$ cat src/rtl/bloque_ultrasonido.sv
// Ultrasonic ranger controller: fires a trigger pulse, times the echo and reports distance in cm.
// Latency: DONE rises 3 clocks after ECHO falls (2-flop sync + edge detect + output register).
// Backpressure: four-phase handshake; a result is held in FINISH until orden is released.
module bloque_ultrasonido #(
    parameter int TRIG_CYCLES    = 1000,
    parameter int CM_CYCLES      = 5800,
    parameter int TIMEOUT_CYCLES = 3800000
) (
    input  logic       clk,
    input  logic       rst_n,
    input  logic       orden,
    input  logic       ECHO,
    output logic       trigg,
    output logic       DONE,
    output logic [7:0] d
);

    localparam int CNT_MAX = (TIMEOUT_CYCLES > TRIG_CYCLES) ? TIMEOUT_CYCLES : TRIG_CYCLES;
    localparam int CW      = $clog2(CNT_MAX + 1);
    localparam int PW      = $clog2(CM_CYCLES + 1);

    localparam logic [CW-1:0] TRIG_LAST = CW'(TRIG_CYCLES - 1);
    localparam logic [CW-1:0] TO_LAST   = CW'(TIMEOUT_CYCLES - 1);
    localparam logic [PW-1:0] PRE_LAST  = PW'(CM_CYCLES - 1);

    typedef enum logic [2:0] {
        IDLE,
        TRIG,
        WAIT_ECHO,
        MEASURE,
        FINISH
    } state_t;

    state_t        state, state_nxt;
    logic          echo_m, echo_s, echo_p;
    logic [CW-1:0] cnt, cnt_nxt;
    logic [PW-1:0] presc, presc_nxt;
    logic [7:0]    cm, cm_nxt;
    logic [7:0]    d_nxt;

    logic          echo_rise, echo_fall, wrap;
    logic [7:0]    cm_step, cm_now;

    assign echo_rise = echo_s & ~echo_p;
    assign echo_fall = ~echo_s & echo_p;
    assign wrap      = (presc == PRE_LAST);
    assign cm_step   = (cm == 8'hFF) ? cm : cm + 8'd1;
    // Count the current clock too, so an echo of exactly N*CM_CYCLES clocks reads N.
    assign cm_now    = wrap ? cm_step : cm;

    always_comb begin
        state_nxt = state;
        cnt_nxt   = cnt;
        presc_nxt = presc;
        cm_nxt    = cm;
        d_nxt     = d;
        case (state)
            IDLE: begin
                if (orden == 1'b1) begin
                    state_nxt = TRIG;
                    cnt_nxt   = '0;
                    presc_nxt = '0;
                    cm_nxt    = '0;
                end
            end
            TRIG: begin
                if (cnt == TRIG_LAST) begin
                    state_nxt = WAIT_ECHO;
                    cnt_nxt   = '0;
                end else begin
                    cnt_nxt = cnt + CW'(1);
                end
            end
            WAIT_ECHO: begin
                cnt_nxt = cnt + CW'(1);
                if (cnt == TO_LAST) begin
                    state_nxt = FINISH;
                    d_nxt     = 8'hFF;
                end else if (echo_rise) begin
                    state_nxt = MEASURE;
                    presc_nxt = '0;
                    cm_nxt    = '0;
                end
            end
            MEASURE: begin
                cnt_nxt   = cnt + CW'(1);
                presc_nxt = wrap ? '0 : presc + PW'(1);
                cm_nxt    = cm_now;
                if (echo_fall) begin
                    state_nxt = FINISH;
                    d_nxt     = cm_now;
                end else if (cnt == TO_LAST) begin
                    state_nxt = FINISH;
                    d_nxt     = 8'hFF;
                end
            end
            FINISH: begin
                if (orden == 1'b0) begin
                    state_nxt = IDLE;
                end
            end
            default: state_nxt = IDLE;
        endcase
    end

    always_ff @(posedge clk) begin
        if (!rst_n) begin
            state  <= IDLE;
            echo_m <= 1'b0;
            echo_s <= 1'b0;
            echo_p <= 1'b0;
            cnt    <= '0;
            presc  <= '0;
            cm     <= '0;
            trigg  <= 1'b0;
            DONE   <= 1'b0;
            d      <= 8'd0;
        end else begin
            echo_m <= ECHO;
            echo_s <= echo_m;
            echo_p <= echo_s;
            state  <= state_nxt;
            cnt    <= cnt_nxt;
            presc  <= presc_nxt;
            cm     <= cm_nxt;
            d      <= d_nxt;
            // Outputs registered from the next state so they line up with the state register.
            trigg  <= (state_nxt == TRIG);
            DONE   <= (state_nxt == FINISH);
        end
    end

endmodule

$ cat config.mk
export PLATFORM = sky130hd
export DESIGN_NAME = bloque_ultrasonido
export DESIGN_NICKNAME = d
export VERILOG_FILES = /design/src/rtl/bloque_ultrasonido.sv
export SDC_FILE = /design/constraint.sdc
export NUM_CORES = 1
export LEC_CHECK = 0
export ABC_AREA = 1
export ABC_CLOCK_PERIOD_IN_PS = 4100
export CORE_MARGIN = 2
export CORE_UTILIZATION = 50
export CTS_CLUSTER_SIZE = 12
export DETAILED_ROUTE_END_ITERATION = 12
export PLACE_DENSITY_LB_ADDON = 0.1
export SETUP_SLACK_MARGIN = 0.02
export SLEW_MARGIN = 10
export SYNTH_ARGS = -nofsm -noshare
export SYNTH_HDL_FRONTEND = slang
export SYNTH_SLANG_ARGS = --single-unit
$ cat constraint.sdc
create_clock -name clk -period 4.1 [get_ports clk]
set_clock_uncertainty 0.1 [all_clocks]
set_input_delay 0.41 -clock clk [delete_from_list [all_inputs] [get_ports clk]]
set_output_delay 0.41 -clock clk [all_outputs]
set_load 0.01 [all_outputs]
=== Yosys cells after proc, flatten, opt, wreduce, memory -nomap -nowiden ===
Index checks and enable logic that the tools add are counted.

* Add/subtract/negate cells: 3
* Equality and inequality tests: 13
* Multiplexer cells: 25
* Bitwise logic cells: 4
* Reductions and logical operators: 7

{| class="wikitable"
|+ Operator list
! operator !! count
|-
| one-hot mux 22 bit (3 select lines) || 1
|-
| two-way mux 8 bit || 7
|-
| two-way mux 13 bit || 4
|-
| two-way mux 22 bit || 2
|-
| one-hot mux 13 bit (3 select lines) || 1
|-
| one-hot mux 8 bit (3 select lines) || 1
|-
| adder 22 x 1 -> 22 bit, second input constant || 1
|-
| equality test 22 x 10 -> 1 bit, second input constant || 1
|-
| equality test 22 bit, second input constant || 1
|-
| two-way mux 3 bit || 7
|-
| one-hot mux 8 bit (2 select lines) || 1
|-
| one-hot mux 3 bit (5 select lines) || 1
|-
| adder 13 x 1 -> 13 bit, second input constant || 1
|-
| equality test 13 bit, second input constant || 1
|-
| adder 8 x 1 -> 8 bit, second input constant || 1
|-
| equality test 8 bit, second input constant || 1
|-
| equality test 3 x 1 -> 1 bit, second input constant || 2
|-
| equality test 3 x 2 -> 1 bit, second input constant || 2
|-
| equality test 3 bit, second input constant || 2
|-
| != test 2 bit, second input constant || 3
|-
| nonzero test 3 bit || 2
|-
| AND reduction 4 bit || 1
|-
| zero test 3 bit || 1
|-
| AND 1 bit || 2
|-
| other kinds (4) || 5
|}

* Register bits after elaboration: 59
* Input bits: 4
* Output and inout port bits: 10
* Word-level logic and storage cells: 62

=== Longest topological paths before layout ===
Gate-level depths: netlist of run 1.

* Depth in word-level cells: 6
* Depth in mapped cells: 10
* Gate-level depth less buffers: 10

=== Worst setup path after synthesis of run 1 ===
Ideal clock, no wire load.

* Kind: reg2reg
* From: reg presc[0]
* To: reg cm[5]
* Setup time: 0.070 ns
* Arrival time: 1.507 ns
* Data required time: 3.930 ns
* Slack: 2.423 ns
* Stages on the path, launching flop included: 11
* Buffers on the path: 1
* Clock period less this slack: 1.677 ns
* Path through: dfxtp_1 ha_1 inv_1 nor3_2 nand2_1 nor2_4 inv_4 buf_6 nand2_2 nand3_1 a21oi_1

* Word-level cells in the longest chain between the ends: 3

{| class="wikitable"
|+ RTL lines
! item !! line !! source
|-
| start: declaration || 37 || <nowiki>logic [PW-1:0] presc, presc_nxt;</nowiki>
|-
| start signal: assignment || 124 || <nowiki>presc <= presc_nxt;</nowiki>
|-
| equality test 13 bit || 46 || <nowiki>assign wrap = (presc == PRE_LAST);</nowiki>
|-
| two-way mux 8 bit || 49 || <nowiki>assign cm_now = wrap ? cm_step : cm;</nowiki>
|-
| one-hot mux 8 bit (3 select lines) || 57 || <nowiki>case (state)</nowiki>
|-
| end signal: assignment || 125 || <nowiki>cm <= cm_nxt;</nowiki>
|-
| end: declaration || 38 || <nowiki>logic [7:0] cm, cm_nxt;</nowiki>
|}

No other way between the ends.
A chain may end at the register's enable or synchronous reset.

=== Final worst setup path of run 1 ===
* From: reg state[1]
* To: reg DONE

* Word-level cells in the longest chain between the ends: 4
* Elaborated cells on any way between the ends: 14
* Classes of those cells: eq/ne: 5; mux: 8; reduce/logical: 1

{| class="wikitable"
|+ RTL lines
! item !! line !! source
|-
| start: declaration || 34 || <nowiki>state_t state, state_nxt;</nowiki>
|-
| start signal: assignment || 122 || <nowiki>state <= state_nxt;</nowiki>
|-
| two-way mux 3 bit (on tied branches) || 92, 79 ||
|-
| two-way mux 3 bit (on tied branches) || 89, 76 ||
|-
| one-hot mux 3 bit (5 select lines) (*) || 57 ||
|-
| equality test 3 bit (*) || 129 || <nowiki>DONE <= (state_nxt == FINISH);</nowiki>
|-
| end signal: assignment || 129 ||
|-
| end: declaration || 14 || <nowiki>output logic DONE,</nowiki>
|}

Every way passes the cells marked *; elsewhere a longest branch is shown, timed or not.

==> metrics.txt, run 1 <==
status=finished clean; Initial Utilization=0.511; Vias/cell=~5.4; Synth Cell Area=3410 µm²; crit start category=flop; Die H=86.6 µm; Die Wd=just under 90 µm; Synth Area in Simple Gates=0.419; Slew HR=0.314; layout net count=between 500 and 600; Worst Path Max Fanout=22; worst-case vdd ir drop=about 0.19 mV; max-cap check violation count=0; Leak Pwr=0.00147 µW; mux cell area share after synthesis=0.00293; RSZ-0062 raised after global routing=no; Total GRT Usage=0.227; antenna cell count=0; critical path class=reg -> reg; post-cts sizing count=0; Yosys top cell by area=dfxtp_1; IO Pins=14; fin. max-slew vios=0; library cells used by synthesis=31; fraction of the cycle the final worst path needs=0.574; HP Class=reg -> reg; CTS sink count=a little under 60; Pre-antenna DRT Iters=4; CTS tree=built; Max Fclk=about 420 MHz; global-route wire length before repair=between 10000 and 15000 µm; largest family of logic cells by synthesized area=simple AND/OR/NAND/NOR gates; final setup fails=0; post-route minimum period=around 2400 ps; Net Sw Power=about 280 µW; Root Driver=clkbuf_8; row cnt=30; prevailing post-synth register cell=dfxtp_1; asr flop ratio synth=0; Worst Setup SP=state[1]; Comb pwr share=0.041; Setup Fix Bufs, Post-CTS=0; DR WL/cell=approximately 13 µm; pin count of the biggest net entering global routing=32; Vias=roughly 3400; synthesis-to-finish area growth=10.4%; post-synthesis sequential area ratio=0.346; CP endpoint kind=flop; I/O Buffers=13; GP Congestion=~0.9; Clock power frac=0.466; Post-synth EDFFs=0; clock latency on the worst-skew pair=between 300 and 400 ps; Die ar.=7500 µm²; routed length on met3=between 200 and 250 µm; Area contributors post-synth=dfxtp_1 (35%), nand2_1 (15%), nor2_1 (7.9%); GRT overflow=0; WL met2=~4000 µm; Tot Pwr=around 1200 µW; sequential share of power=0.493; antenna violations before repair=0; Final Hold Vio Count=0; Yosys warning count=0; final core occ=0.564; vias in the first global route=roughly 3100; reg2reg end=DONE; setup_tns=0 ps; clock buffer count from CTS=9; Top Metal Used=met4; H-tree Lvls=3; Cell Pwr Density=between 300 and 400 nW/µm²; WP data required=around 4300 ps; Antenna Violating Nets Remaining=0; # hold bufs at CTS=0; pre-CTS setup slack=1520 ps; initial DRC count=approximately 120; DRC viols=0; routed wire length=about 8100 µm; Int Pwr=around 900 µW; Critical Path End=DONE; complex-gate fraction of the synthesized area=0.0887; Post-Syn Instances=approximately 530; Clock transition at path regs=70 ps; setup ws final=1750 ps; syn nets=between 500 and 600; wl on met1=approximately 3700 µm; R2R setup slack=1750 ps; Register-to-Register Path Depth=8; dpl hpwl=5770 µm; Core ar.=roughly 6700 µm²; Net Sw Frac=0.235; WP data arrival=2520 ps; Max Buffers Root-to-Sink=2; Syn Area/Cell=about 6.5 µm²; #FFs+latches synth=between 50 and 60; worst slew pin tran=about 1000 ps; post-synthesis adder-cell area fraction=0.0110; xor and xnor area share after synthesis=0.0334; most instantiated cells after synthesis=nand2_1 (135), nor2_1 (72), inv_1 (63), dfxtp_1 (59), nand3_1 (48); share of layout cells above drive strength 1=0.0679; most common cell in the netlist=nand2_1; worst r2r src=state[1]; share of the synthesized area in the top cell type=0.346
==> worst min path at each step <==
stage | start | slack [ps] | cells after the start | end
final | echo_m | 310 | 2 | echo_s
after global routing | echo_m | 330 | 2 | echo_s
after CTS | echo_m | 320 | 2 | echo_s
after detailed placement | echo_m | 300 | 2 | echo_s
after global placement | echo_m | 290 | 2 | echo_s
after floorplan | echo_m | 290 | 2 | echo_s
==> power groups by stage <==
stage	combinational [µW]	clock, µW	sequential [µW]
3_5_place_dp	48.4	0	593
2_1_floorplan	39.9	0	593
5_1_grt	54.6	578	580
3_3_place_gp	47.9	0	593
4_1_cts	48.6	557	580
6_report	48.3	548	580
==> sequential cells by signal, summed over array words and instances (netlist names) <==
| signal | flops |
|---|---|
| echo_s | 1 |
| echo_p | 1 |
| cnt | 22 |
| d | 8 |
| trigg | 1 |
| presc | 13 |
| state | 3 |
| echo_m | 1 |
| cm | 8 |
| DONE | 1 |
==> per-layer routing <==
layer	vias to the layer above	track usage
met5	-	0
met4	0	0.115
met3	20	0.0362
met2	66	0.386
met1	1541	0.276
li1	1739	-
==> cell families (layout without fill, tap and decap cells) <==
group	count (synthesis)	count (layout)
flip-flops	59	59
AO/OA/AOI/OAI	57	57
adder cells (fa/ha/maj)	3	3
multiplexers	1	1
AND/OR/NAND/NOR	316	316
buffers and inverters	80	96
XOR/XNOR	13	13
==> final cells by class <==
type / instances / area (µm²)
inverters: 67 / 254
multi-input cells: 390 / 1890
clock buffers: 11 / 151
repair buffers: 14 / 138
well taps: 80 / 100
fillers: 664 / 2910
clock inverters: 4 / 50.0
flip-flops and latches: 59 / 1180
==> through the flow <==
step	hold WS (ps)	instances	area, µm²
6_report	313	625	3770
5_1_grt	333	625	3770
4_1_cts	317	625	3770
3_5_place_dp	301	610	3570
3_3_place_gp	294	610	3570
2_1_floorplan	290	529	3410
==> critical path: stages, from the launching register on <==
cell and delay, ps:
dfxtp_1 340, inv_1 60, nor2_2 290, nand2_1 140, inv_1 560, nand2_2 380, nand3_1 190, nand2_1 90
nor2_1 110
==> placed cells by master (no fill, tap or decap), types with 2 or more instances in the layout <==
cell               n
a21oi_1           40
nand3_1           48
ha_1               3
inv_1             63
clkinvlp_4         2
xnor2_1            2
clkdlybuf4s50_1   13
nand2_2            6
nor2_2             3
dfxtp_1           59
nor3_2             3
o211ai_1           3
nand2_1          135
nor2_1            72
nand3b_1          10
inv_2              3
nand4_1           24
xor2_1            11
o21ai_0           10
nor3_1            10
clkbuf_8          11
nor2_4             2
(Power assumes the default switching activity.)
==> run 2: changes to the inputs <==
ABC_CLOCK_PERIOD_IN_PS = 2100   (was 4100)
clock period = 2.1 ns   (was 4.1 ns; I/O delays follow)
==> metrics.txt, run 2 (synthesized netlist as in run 1, its figures left out) <==
Max Fclk=526 MHz (+24%); Leak Pwr=0.00153 µW (+3.8%); share of layout cells above drive strength 1=0.0794 (+0.0115); Top Family by Delay on Critical Path=simple AND/OR/NAND/NOR gates; routed wire length=8170 µm (+1.4%); status=finished clean; dpl hpwl=5860 µm (+1.7%); Die Wd=86.6 µm (unchanged); Clock transition at path regs=70 ps (about the same); post-route cell area=3870 µm² (+2.6%); IO Pins=14 (unchanged); WHS Endpoint=echo_m; antenna violations before repair=0 (unchanged); Register-to-Register Path Depth=8 (unchanged); slowest stage delay, CP=370 ps (-190 ps); Largest Register=cnt; max reg flops=22 (unchanged); reg2reg end=d[1]; Pre-antenna DRT Iters=4 (unchanged); hold depth=3 (+1); CP max-delay cell=dfxtp_1; placed cell areas=3650 µm² (+2.4%); final setup fails=0 (unchanged); row cnt=30 (unchanged); Total GRT Usage=0.234 (+0.00733); Placed Cells=618 (+1.3%); DR WL/cell=12.9 µm (about the same); most frequent cells in the layout=nand2_1 (135), nor2_1 (72), inv_1 (63), dfxtp_1 (59), nand3_1 (48); Setup Fix Bufs, Post-CTS=0 (unchanged); synthesis-to-finish area growth=13.3%; met2 global-route usage=0.401 (+0.0147); Hold Startpoint=ECHO; CTS tree=built; setup_tns=0 ps (unchanged); crit start category=flop; GRT overflow=0 (unchanged); Root Driver=clkbuf_8; H-tree Lvls=3 (unchanged); Core ar.=6680 µm² (unchanged); global-route wire length before repair=14000 µm (+2.1%); worst r2r src=presc[1]; worst slew pin tran=345 ps (-684 ps); fillers=641 (-3.5%); busiest grt layer=met2; max-cap check violation count=0 (unchanged); final core occ=0.579 (+0.0146); RSZ-0062 raised after global routing=no; I/O Buffers=13 (unchanged); Worst Path Max Fanout=10 (-55%); M3 GR Usage=0.0543 (+0.0181); clock latency on the worst-skew pair=350 ps (about the same); initial DRC count=125 (+1.6%); R2R setup slack=200 ps (-1550 ps); clock buffer count from CTS=9 (unchanged); Vias/cell=5.31 (-1.4%); Multi-input gate area=1900 µm² (+0.26%); Max Buffers Root-to-Sink=2 (unchanged); Worst Path Buf+Inv=1 (-1); WP data required=2240 ps (-2020 ps); antenna cell count=0 (unchanged); WHS=294 ps (-19.2 ps); Layout Cells excl Fill=634 (+1.4%); pin count of the biggest net entering global routing=32 (unchanged); GP Congestion=0.947 (+5.0%); critical path class=reg -> reg; # hold bufs at CTS=0 (unchanged); worst-case vdd ir drop=0.304 mV (+63%); layout net count=556 (+1.5%); post-route minimum period=1900 ps (-453 ps); vias in the first global route=3174 (+0.86%); Vias=3366 (unchanged); Die H=86.6 µm (unchanged); CTS sink count=59 (unchanged); M1 GR Usage=0.283 (+0.00623); WP data arrival=2040 ps (-480 ps); DRC viols=0 (unchanged); fin. max-slew vios=0 (unchanged); Largest regs=cnt (22), presc (13); most common cell after layout, fill and taps aside=nand2_1; crit-path cells=ha_1 > inv_1 > nor3_2 > nand2_1 > nor2_4 > o21ai_0 > a21oi_1 > nor2_1; Antenna Violating Nets Remaining=0 (unchanged); Cell Pwr Density=613 nW/µm² (+97%); Final Hold Vio Count=0 (unchanged); Reg area=1180 µm² (unchanged); Die ar.=7500 µm² (unchanged); HP Class=in -> reg; CP endpoint kind=flop; fraction of the cycle the final worst path needs=0.906 (+0.331); Initial Utilization=0.511 (unchanged); Slew HR=0.769 (+0.456)
==> run 2: tightest hold or removal path, stage by stage <==
cell,delay [ps]
clkdlybuf4s50_1,390
nand2_1,60
inv_1,30
==> run 2: how the worst max path moves through the flow <==
| stage | from | to | cells after the start | slack (ps) |
|---|---|---|---|---|
| 2_1_floorplan | presc[0] | cm[5] | 10 | 420 |
| 3_3_place_gp | cnt[0] | DONE | 7 | 240 |
| 4_1_cts | cnt[0] | cm[4] | 10 | 170 |
| 3_5_place_dp | cnt[0] | presc[1] | 10 | 180 |
| 6_report | presc[1] | d[1] | 8 | 200 |
| 5_1_grt | cm[0] | d[1] | 8 | 50 |
==> run 2: cell type report <==
class,count,area share
clock buffer,11,0.0340
clock inverter,5,0.0201
inverter,67,0.0657
multi-input combinational,390,0.491
sequential,59,0.306
tap,80,0.0259
timing repair buffer,22,0.0576
==> run 2: power by group <==
part,internal [µW],leakage [µW],switching (µW)
Combinational,42.9,0.000949,77.3
Clock,664,0.000103,453
Sequential,1130,0.000476,5.07
==> run 2: through the flow <==
stage               power [µW]  worst slack (ps)
global route              2460              53.0
detailed placement        1280               182
CTS                       2390               170
floorplan                 1240               423
finish                    2370               198
global placement          1280               239
==> run 2: routing by layer <==
| metal | up-vias | routed length [µm] |
|---|---|---|
| met5 | - | 0 |
| met4 | 0 | 167 |
| met3 | 16 | 261 |
| met2 | 61 | 3990 |
| met1 | 1536 | 3760 |
| li1 | 1753 | - |
==> run 2: timing repair <==
item	in CTS	in global routing
setup endpoints to repair	0	1
resized for setup	0	1
hold endpoints to repair	0	0
